**src/rtl/toggle_window_counter.sv**
```systemverilog
// toggle_window_counter: edge pulses and windowed toggle count of a T flip-flop Q.
// Ports: clk, reset (sync, high); q_in, en, win_len in; rise_pulse, fall_pulse out;
//   count_out/count_valid/count_ready result handshake; overflow, dropped status flags.
module toggle_window_counter #(
    parameter int CNT_W = 8,
    parameter int WIN_W = 8
) (
    input  logic             clk,
    input  logic             reset,
    input  logic             q_in,
    input  logic             en,
    input  logic [WIN_W-1:0] win_len,
    output logic             rise_pulse,
    output logic             fall_pulse,
    output logic [CNT_W-1:0] count_out,
    output logic             count_valid,
    input  logic             count_ready,
    output logic             overflow,
    output logic             dropped
);

    typedef enum logic [1:0] {
        IDLE,
        COUNT,
        HOLD
    } state_t;

    localparam logic [CNT_W-1:0] ACC_MAX = '1;

    state_t state_q, state_d;

    logic             q_dly_q;
    logic             rise_q, fall_q;
    logic [CNT_W-1:0] cnt_q, cnt_d;
    logic             valid_q, valid_d;
    logic             ovf_q, ovf_d;
    logic             drop_q, drop_d;
    logic [WIN_W-1:0] win_q, win_d;
    logic [CNT_W-1:0] acc_q, acc_d;
    logic             sat_q, sat_d;

    logic             tgl;
    logic             start_ok;
    logic             acc_full;
    logic [CNT_W-1:0] acc_inc;
    logic             sat_inc;
    logic             last;
    logic             hshake;

    assign tgl      = q_in ^ q_dly_q;
    assign start_ok = en && (win_len != '0);
    assign acc_full = (acc_q == ACC_MAX);
    // Accumulator value including this cycle's toggle, clamped at full scale.
    assign acc_inc  = (tgl && !acc_full) ? acc_q + CNT_W'(1) : acc_q;
    assign sat_inc  = sat_q | (tgl & acc_full);
    assign last     = (win_q == WIN_W'(1));
    assign hshake   = valid_q & count_ready;

    // State register
    always_ff @(posedge clk) begin
        if (reset) begin
            state_q <= IDLE;
        end else begin
            state_q <= state_d;
        end
    end

    // Next-state logic
    always_comb begin
        state_d = state_q;
        unique case (state_q)
            IDLE: begin
                if (start_ok) begin
                    state_d = COUNT;
                end
            end
            COUNT: begin
                // Losing enable abandons the window even on its final cycle.
                if (!en) begin
                    state_d = IDLE;
                end else if (last) begin
                    state_d = HOLD;
                end
            end
            HOLD: begin
                if (hshake) begin
                    state_d = start_ok ? COUNT : IDLE;
                end
            end
            default: state_d = IDLE;
        endcase
    end

    // Datapath / output next-state logic
    always_comb begin
        win_d   = win_q;
        acc_d   = acc_q;
        sat_d   = sat_q;
        cnt_d   = cnt_q;
        valid_d = valid_q;
        ovf_d   = ovf_q;
        drop_d  = drop_q;
        unique case (state_q)
            IDLE: begin
                if (start_ok) begin
                    win_d = win_len;
                    acc_d = '0;
                    sat_d = 1'b0;
                end
            end
            COUNT: begin
                if (en) begin
                    if (last) begin
                        cnt_d   = acc_inc;
                        ovf_d   = sat_inc;
                        valid_d = 1'b1;
                    end else begin
                        win_d = win_q - WIN_W'(1);
                        acc_d = acc_inc;
                        sat_d = sat_inc;
                    end
                end
            end
            HOLD: begin
                // Nobody is counting while the result waits; flag the loss.
                if (tgl) begin
                    drop_d = 1'b1;
                end
                if (hshake) begin
                    valid_d = 1'b0;
                    if (start_ok) begin
                        win_d = win_len;
                        acc_d = '0;
                        sat_d = 1'b0;
                    end
                end
            end
            default: ;
        endcase
    end

    // Datapath / output registers
    always_ff @(posedge clk) begin
        if (reset) begin
            q_dly_q <= 1'b0;
            rise_q  <= 1'b0;
            fall_q  <= 1'b0;
            cnt_q   <= '0;
            valid_q <= 1'b0;
            ovf_q   <= 1'b0;
            drop_q  <= 1'b0;
            win_q   <= '0;
            acc_q   <= '0;
            sat_q   <= 1'b0;
        end else begin
            q_dly_q <= q_in;
            rise_q  <= q_in & ~q_dly_q;
            fall_q  <= ~q_in & q_dly_q;
            cnt_q   <= cnt_d;
            valid_q <= valid_d;
            ovf_q   <= ovf_d;
            drop_q  <= drop_d;
            win_q   <= win_d;
            acc_q   <= acc_d;
            sat_q   <= sat_d;
        end
    end

    assign rise_pulse  = rise_q;
    assign fall_pulse  = fall_q;
    assign count_out   = cnt_q;
    assign count_valid = valid_q;
    assign overflow    = ovf_q;
    assign dropped     = drop_q;

endmodule

```
**config.mk**
```make
export PLATFORM = sky130hd
export DESIGN_NAME = toggle_window_counter
export DESIGN_NICKNAME = d
export VERILOG_FILES = /design/src/rtl/toggle_window_counter.sv
export SDC_FILE = /design/constraint.sdc
export NUM_CORES = 1
export LEC_CHECK = 0
export ABC_AREA = 1
export CAP_MARGIN = 5
export CELL_PAD_IN_SITES_DETAIL_PLACEMENT = 0
export CELL_PAD_IN_SITES_GLOBAL_PLACEMENT = 2
export CORE_MARGIN = 5
export CORE_UTILIZATION = 29
export DETAILED_ROUTE_END_ITERATION = 10
export PLACE_DENSITY = 0.86
export REMOVE_ABC_BUFFERS = 1
export SYNTH_ARGS = -nofsm -noshare
export SYNTH_HDL_FRONTEND = slang
export SYNTH_SLANG_ARGS = --single-unit
```
**constraint.sdc**
```tcl
create_clock -name clk -period 1.73 [get_ports clk]
set_input_delay 0.173 -clock clk [delete_from_list [all_inputs] [get_ports clk]]
set_output_delay 0.173 -clock clk [all_outputs]
set_load 0.02 [all_outputs]
```
### Word level (Yosys, flattened, before mapping)

Cells that the tools add are included.

* register bits after elaboration: 33
* bits in latches: 0
* memory bits (writable): 0
* memory bits (read-only): 0
* bits of input ports: 13
* logic and storage cells: 69
* memories kept: 0

* $add $sub $neg: 2
* multipliers: 0
* divide/modulo/power cells: 0
* magnitude comparators: 0
* equality and inequality tests: 10
* shift operators: 0
* mux-type cells: 26
* bitwise logic cells: 8
* reduce and logical (&&, ||, !) cells: 12

Operators with widths (count)
* 8-bit two-way mux: 9
* 8-bit one-hot mux with 3 select lines: 2
* 2-bit inequality test, second input constant: 5
* 8-bit by 1-bit adder with 8-bit output, second input constant: 1
* 8-bit by 1-bit equality test with 1-bit output, second input constant: 1
* 8-bit equality test, second input constant: 1
* 1-bit two-way mux: 8
* 2-bit two-way mux: 4
* 4-bit AND reduction: 2
* 8-bit nonzero test: 1
* 8-bit by 1-bit subtractor with 8-bit output, second input constant: 1
* 2-bit one-hot mux with 3 select lines: 1
* 3-bit AND reduction: 2
* 1-bit bitwise AND: 4
* 3-bit inequality test, second input constant: 1
* 1-bit one-hot mux with 3 select lines: 1
* 3-bit nonzero test: 1
* 2-bit by 1-bit equality test with 1-bit output, second input constant: 1
* 2-bit equality test, second input constant: 1
* 1-bit logical AND: 2
* 2-bit logical NOT: 1
* 1-bit inverter: 2
* 1-bit one-hot mux with 2 select lines: 1
* 2-bit AND reduction: 1
* other kinds (4): 4

### Logic depth before layout (Yosys ltp)

Gate-level depths: netlist of the first run.

* word-level depth: 7
* mapped depth: 11
* gate-level depth less buffers: 10

### Worst setup path before layout of the first run

OpenSTA, ideal clock, no wires.

* path type: reg-to-reg
* start: register acc_q[0]
* end: register acc_q[2]
* setup time: 0.067 ns
* data arrival time: 1.322 ns
* setup slack: 0.341 ns
* cell stages (with the launch flop): 10
* buffers on the path: 0
* cells stage by stage: dfxtp_1 ha_1 nand2_1 nor2_2 nand2_2 nand2_4 nand2_1 o21ai_1 nand2_1 a21oi_2

* cells in the longest elaborated chain, start to end: 7
* elaborated cells on any way between the ends: 8

Ends and longest elaborated chain
* from (decl): RTL line 39 `logic [CNT_W-1:0] acc_q, acc_d;`
* from (signal assigned): RTL line 153 `acc_q <= '0;`
* from (signal assigned): RTL line 164 `acc_q <= acc_d;`
* parallel branches: the longest is 3 deep, another holds 8-bit by 1-bit adder with 8-bit output
* 8-bit two-way mux *: RTL line 54 `assign acc_inc = (tgl && !acc_full) ? acc_q + CNT_W'(1) : acc_q;`
* 8-bit two-way mux *: RTL line 113 `if (last) begin`
* 8-bit two-way mux *: RTL line 112 `if (en) begin`
* 8-bit one-hot mux with 3 select lines *: RTL line 103 `unique case (state_q)`

Mark *: on every way between the ends. The select of a mux whose other input is x is not followed.
A chain may end at the register's enable or synchronous reset.

### Worst setup path in the final report of the first run

* start: register acc_q[1]
* end: register acc_q[2]

The elaborated chain is that of the path after synthesis.

==> results.md, run 1 <==
- Min-delay src: dropped
- Final TNS setup: 0 ns
- Routability congestion estimate: 0.806
- Syn Area/Cell: 6.61 sq um
- Worst hold path stage count: 2
- RSZ-0062 raised after global routing: false
- Total Routing Usage GR: 0.113
- Busiest layer in global routing: met2
- FMAX: 633 MHz
- Post-CTS Hold Buffers: 0
- Mapped Cells: 279
- Initial antenna violation count: 0
- Routed WL: 4460 um
- Setup Crit Path Kind: reg2reg
- DRC viols: 0
- Root Buffer: clkbuf_8
- Die Height: 89.8 um
- Num CTS Buffers: 5
- Mapped Area: 0.00185 sq mm
- Core ar.: 0.00628 sq mm
- Max-capacitance violation count: 0
- Setup Skew: 0.00325 ns
- Worst EP arrival: 1.80 ns
- Die ar.: 0.00806 sq mm
- Fin. max-slew vios: 0
- Most frequent cells in the layout: 67 x nand2_1, 36 x inv_1, 35 x nor2_1
- Clk slew on worst S/H paths: 0.06 ns
- Post-DP HPWL: 3260 um
- Via density: 4.48
- Share of post-route cells with drive strength above 1: 0.112
- R2R cell count: 9
- Setup Viol. Count Final: 0
- CTS resizes: 0
- Met3 Use GR: 0.0301
- Fin crit share: 0.913
- Yosys cell types: 30
- Fin util: 0.366
- WP data required: 1.95 ns
- Flop and latch count out of synthesis: 33
- Fin crit period: 1.58 ns
- Sinks on Clock Net: 33
- Nature of the critical path endpoint: flip-flop
- ANT cells: 0
- Antenna Nets Post-Route: 0
- Hold Fails Final Rpt: 0
- Max FO, Critical Path: 8
- Post-Layout Cell Count: 389
- Hold EP: dropped
- Yosys warns: 0
- Placed insts: 381
- Longest Clk Path Bufs: 2
- Hold Path Class: reg2reg
- # Post-CTS Setup Buffers: 0
- H-tree depth: 2
- Largest net degree at the start of global routing: 23
- IO Count: 26
- Die X: 89.8 um
- Mean routed wirelength per cell: 11.5 um
- Peak supply drop: 0.000381 V
- Vias in the first global route: 1715
- Min setup slack post-route: 0.151 ns
- Outcome: completed
- Sequential fraction of the synthesis area: 0.358
- Initial DRT Pass Iterations: 4
- Area growth from synthesis to layout: 24.4%
- Headroom to the max-slew limit: 0.721
- Global-route track usage on met2: 0.191
- Reg-to-reg setup timing slack: 0.15 ns
- Fill count: 691
- Skew-Pair Late Insertion Delay: 0.28 ns
- Initial Util: 0.294
- Setup WS pre-CTS: -0.0826 ns
- Leakage: 0.000978 uW
- Reg2reg end: acc_q[2]
- Power density over the cells: 780 mW/mm^2
- Reg2reg start: acc_q[1]
- DRT iter0 DRCs: 40
- Buffers on Ports: 25
- First-pass GRT wire length: 7630 um
- Final Net Count: 329
- Total power: 1790 uW
- CTS tree: built
- Worst-Margin Slew: 0.418 ns
- Most common cell after layout, fill and taps aside: nand2_1
- GRT Residual Overflow: 0
- Vias: 1743
- Grt met1 use: 0.138
- FP Rows: 29
- Setup crit start kind: flip-flop
sequential cells by signal (all words and copies together) (netlist names):
name	flops
overflow	1
acc_q	8
dropped	1
count_out	8
sat_q	1
count_valid	1
win_q	8
q_dly_q	1
state_q	2
fall_pulse	1
rise_pulse	1
cells in the mapped netlist:
cell type  instances  area share
clkbuf_1           4      0.0081
inv_1             36       0.073
o211ai_1           1      0.0041
a31oi_1            1      0.0034
xnor2_1            2      0.0095
a21oi_4            1      0.0088
nand3_1           19       0.052
nor2_1            35       0.071
nor2_2             2      0.0068
o21bai_1           3       0.012
xor2_1             1      0.0047
inv_2              8       0.016
buf_4              1      0.0041
nand4_1            4       0.014
nand3_2            1      0.0054
dfxtp_1           33        0.36
buf_6              1      0.0061
o21ai_2            1      0.0047
o21ai_1            8       0.022
nand2_2            4       0.014
clkinv_1           1      0.0020
a21oi_1           16       0.043
nand2_1           67        0.14
o21ai_0           14       0.038
ha_1               5       0.034
nor3_1             2      0.0054
nor2_4             3       0.018
nand2_4            2       0.012
a21o_1             1      0.0041
a21oi_2            2      0.0095
cell type report:
| type | count | area, sq um | area share |
|---|---|---|---|
| Inverter | 45 | 169 | 0.0736 |
| Clock buffer | 8 | 80.1 | 0.0349 |
| Multi-Input combinational cell | 195 | 982 | 0.428 |
| Timing Repair Buffer | 31 | 308 | 0.134 |
| Tap cell | 77 | 96.3 | 0.0420 |
| Sequential cell | 33 | 661 | 0.288 |
layer usage:
metal  part of all wire  vias to the layer above
met5                  0                        -
met4              0.012                        0
met3              0.033                        7
met2               0.48                       21
met1               0.48                      775
li1                   -                      940
per-stage QoR:
step	hold WS [ns]	cell area, sq um
2_1_floorplan	0.235	1810
3_3_place_gp	0.446	2220
3_5_place_dp	0.459	2220
4_1_cts	0.468	2300
5_1_grt	0.500	2300
6_report	0.456	2300
kinds of logic after synthesis:
| logic type | synth area share |
|---|---|
| and+or+nand+nor | 0.334 |
| buffers and inverters | 0.110 |
| AOI/OAI and AO/OA | 0.150 |
| DFF | 0.358 |
| adders and majority gates | 0.0339 |
| xor gates and xnor gates | 0.0142 |
critical path, stage by stage, from the launching register on:
cell and delay [ns]:
dfxtp_1 0.40, ha_1 0.21, nand2_1 0.10, nor2_2 0.15, nand2_2 0.16, nand2_4 0.13
nand2_1 0.05, o21ai_1 0.10, nand2_1 0.09, a21oi_2 0.13
power breakdown:
part / internal [uW] / switching [uW] / leakage, uW / total [uW]
Clock: 286 / 268 / 0.0000395 / 554
Sequential: 796 / 25.0 / 0.000268 / 821
Combinational: 160 / 256 / 0.000670 / 416
Total: 1240 / 549 / 0.000978 / 1790
worst max path at each step:
| stage | startpoint | to | slack [ns] |
|---|---|---|---|
| after global placement | q_in | acc_q[2] | -0.05 |
| final | acc_q[1] | acc_q[2] | 0.15 |
| after CTS | acc_q[0] | acc_q[2] | 0.14 |
| after detailed placement | q_in | acc_q[2] | -0.08 |
| after floorplan | acc_q[0] | acc_q[2] | 0.34 |
| after global routing | acc_q[0] | acc_q[2] | 0.007 |
Power figures use the tool's default switching activity.
==> inputs of run 2 (changes only) <==
Settings changed: CAP_MARGIN 5 to 20.
==> results of run 2 <==
Final layout, timing and power as in run 1 (identical DEF).
==> RTL change (flow settings as in run 2) <==
Set the parameter `CNT_W` to 6 (it was 8).
--- a/src/rtl/toggle_window_counter.sv
+++ b/src/rtl/toggle_window_counter.sv
@@ -4,3 +4,3 @@
 module toggle_window_counter #(
-    parameter int CNT_W = 8,
+    parameter int CNT_W = 6,
     parameter int WIN_W = 8
Interface: changed (resized count_out); port bits go from 26 to 24. The function was not compared with the original's and may differ.
==> RTL change against run 2 <==
Sequential cell count decreased by 4. Wire length decreased by 10%. Count of clock-buffer cells in the layout decreased by 1. Worst setup slack improved by 0.036 ns. Final area decreased by 6.0%. Total power increased by 8.1%. Sequential power decreased by 10%. Synthesized cell count decreased by 11%. Area after synthesis decreased by 9.6%.
==> RTL change: results (changes against run 2) <==
[cells_and_area]
antenna_cells=0  ; unchanged
fin_nets=301  ; -8.5%
largest_reg_flops=8
fin_cells=356  ; -8.5%
layout-drive-gt1-share_pct=18.7  ; +7.4 points
largest_register=win_q

[clock_network]
cts_resized=0  ; unchanged
cts.htree.levels=2  ; unchanged
cts.path.max_buffers=2  ; unchanged
cts_buffers=5  ; unchanged
clkSlewWorstSetupHoldPaths_ns=0.07
postCtsSetupBuffers=0  ; unchanged
clock_latency_ns=0.29
clock-root-buffer=clkbuf_8

[die]
core_area_um2=5540  ; -12%

[routing]
drtAntennaViolNets=0  ; unchanged
drt_iter0_drc=61  ; +53%
drt_pass1_iterations=4  ; unchanged
wl_mm=4.00  ; -10%
vias_per_cell=4.32  ; -3.5%

[place]
gp_congestion=0.777  ; -3.6%
place_ws_ns=-0.131  ; -0.0485 ns
io_buffers=23  ; -8.0%
dp.cells=348  ; -8.7%
post-dp-hpwl_mm=2.93  ; -10%

[synth]
ys_seq_area_share_pct=34.8  ; -1.0 points
yosysWarnings=0  ; unchanged
syn_avg_cell_area_um2=6.73  ; +1.7%
synth_cell_types=28  ; -6.7%
async_flop_share_pct=0  ; unchanged
synth_commonest_cells=nand2_1 (55), nor2_1 (40), dfxtp_1 (29)
synthTopCellsByArea=dfxtp_1 (35%), nand2_1 (12%), nor2_1 (9.0%), inv_1 (6.1%), nand2_2 (4.1%)
yosysMostFrequentCell=nand2_1

[grt]
grt_pass1_wl_mm=6.76  ; -11%
antenna_found_initial=0  ; unchanged
gr-usage-all-layers_pct=11.6  ; +0.36 points
grt_pass1_vias=1476  ; -14%
grt_max_degree=18  ; -22%

[timing]
holdWs_ns=0.468  ; +0.0121 ns
fin_skew_ns=0.00673  ; +0.00348 ns
worst_pin_slew_ns=0.443  ; +0.0256 ns

[worst_setup_path]
timing.rr.end=acc_q[3]
cp_max_fo=4  ; -4
ff2ff_path_depth=10  ; +1
rr_startpoint=acc_q[1]
ff2ff_setup_slack_ns=0.23  ; +0.08 ns

[power]
max-vdd-ir-drop_v=0.000432  ; +13%
cellLeakagePower_nw=0.929  ; -5.0%

[hold_path]
min_path_cells=1  ; -1
hp-start=dropped
hold_end=dropped
holdCritPathClass=reg2reg

[outcome]
status=finished, final reports clean

## RTL change: cell count changes after synthesis, sizes merged, moves of 2 or more
| cell | run 2 | this run |
|---|---|---|
| inv | 44 | 35 |
| nand3 | 20 | 12 |
| nand2 | 73 | 67 |
| dfxtp | 33 | 29 |
| nor2 | 40 | 44 |
| nand4 | 4 | 1 |
| o21ai | 23 | 21 |
| o21bai | 3 | 1 |
| or2 | 0 | 2 |
## RTL change: cell families (layout without fill, tap and decap cells)
logic type                 after synthesis  in the layout  share of synthesized area (%)
and+or+nand+nor                        127            127                           33.7
DFF                                     29             29                           34.8
xor gates and xnor gates                 4              4                           2.10
buffers and inverters                   41             77                           9.67
AOI/OAI and AO/OA                       42             42                           16.0
adders and majority gates                5              5                           3.75
## RTL change: worst max-delay path by stage
| stage | cells past startpoint | slack (ns) | end | from |
|---|---|---|---|---|
| floorplan | 9 | 0.25 | win_q[4] | state_q[0] |
| global placement | 8 | -0.1 | acc_q[2] | q_in |
| detailed placement | 8 | -0.13 | count_out[1] | q_in |
| CTS | 8 | 0.18 | count_out[1] | q_in |
| global route | 10 | 0.02 | win_q[5] | win_q[6] |
| finish | 8 | 0.19 | count_out[1] | q_in |
## RTL change: metrics by stage
step                instance area, µm²  setup TNS [ns]
floorplan                         1640               0
global placement                  2040          -0.554
detailed placement                2040          -0.713
CTS                               2150               0
global route                      2160               0
finish                            2160               0
## RTL change: layer usage
layer	GRT usage [%]	part of all wire [%]	up-vias
met5	0	0	-
met1	13.8	48	676
met2	19.6	47	17
li1	-	-	839
met3	3.84	3.7	7
met4	3.88	1.1	0
## RTL change: where the power goes
group          total, mW  internal (mW)  leakage (nW)  switching (mW)
clock network      0.749          0.469        0.0585           0.279
logic              0.447          0.173         0.634           0.274
registers          0.739          0.707         0.236          0.0324
## RTL change: area by class of cell
type	instances	area, µm²
clock inverters	1	30.0
multi-input cells	178	930
flip-flops and latches	29	581
well taps	72	90.1
inverters	36	135
clock buffers	7	86.3
repair buffers	33	305
fillers	588	3380
## RTL change: worst max-delay path: stages
cell	delay, ns
clkdlybuf4s50_1	0.48
inv_1	0.06
ha_1	0.32
inv_1	0.12
nand2_2	0.09
or2_2	0.29
a21oi_1	0.13
nor2_1	0.06
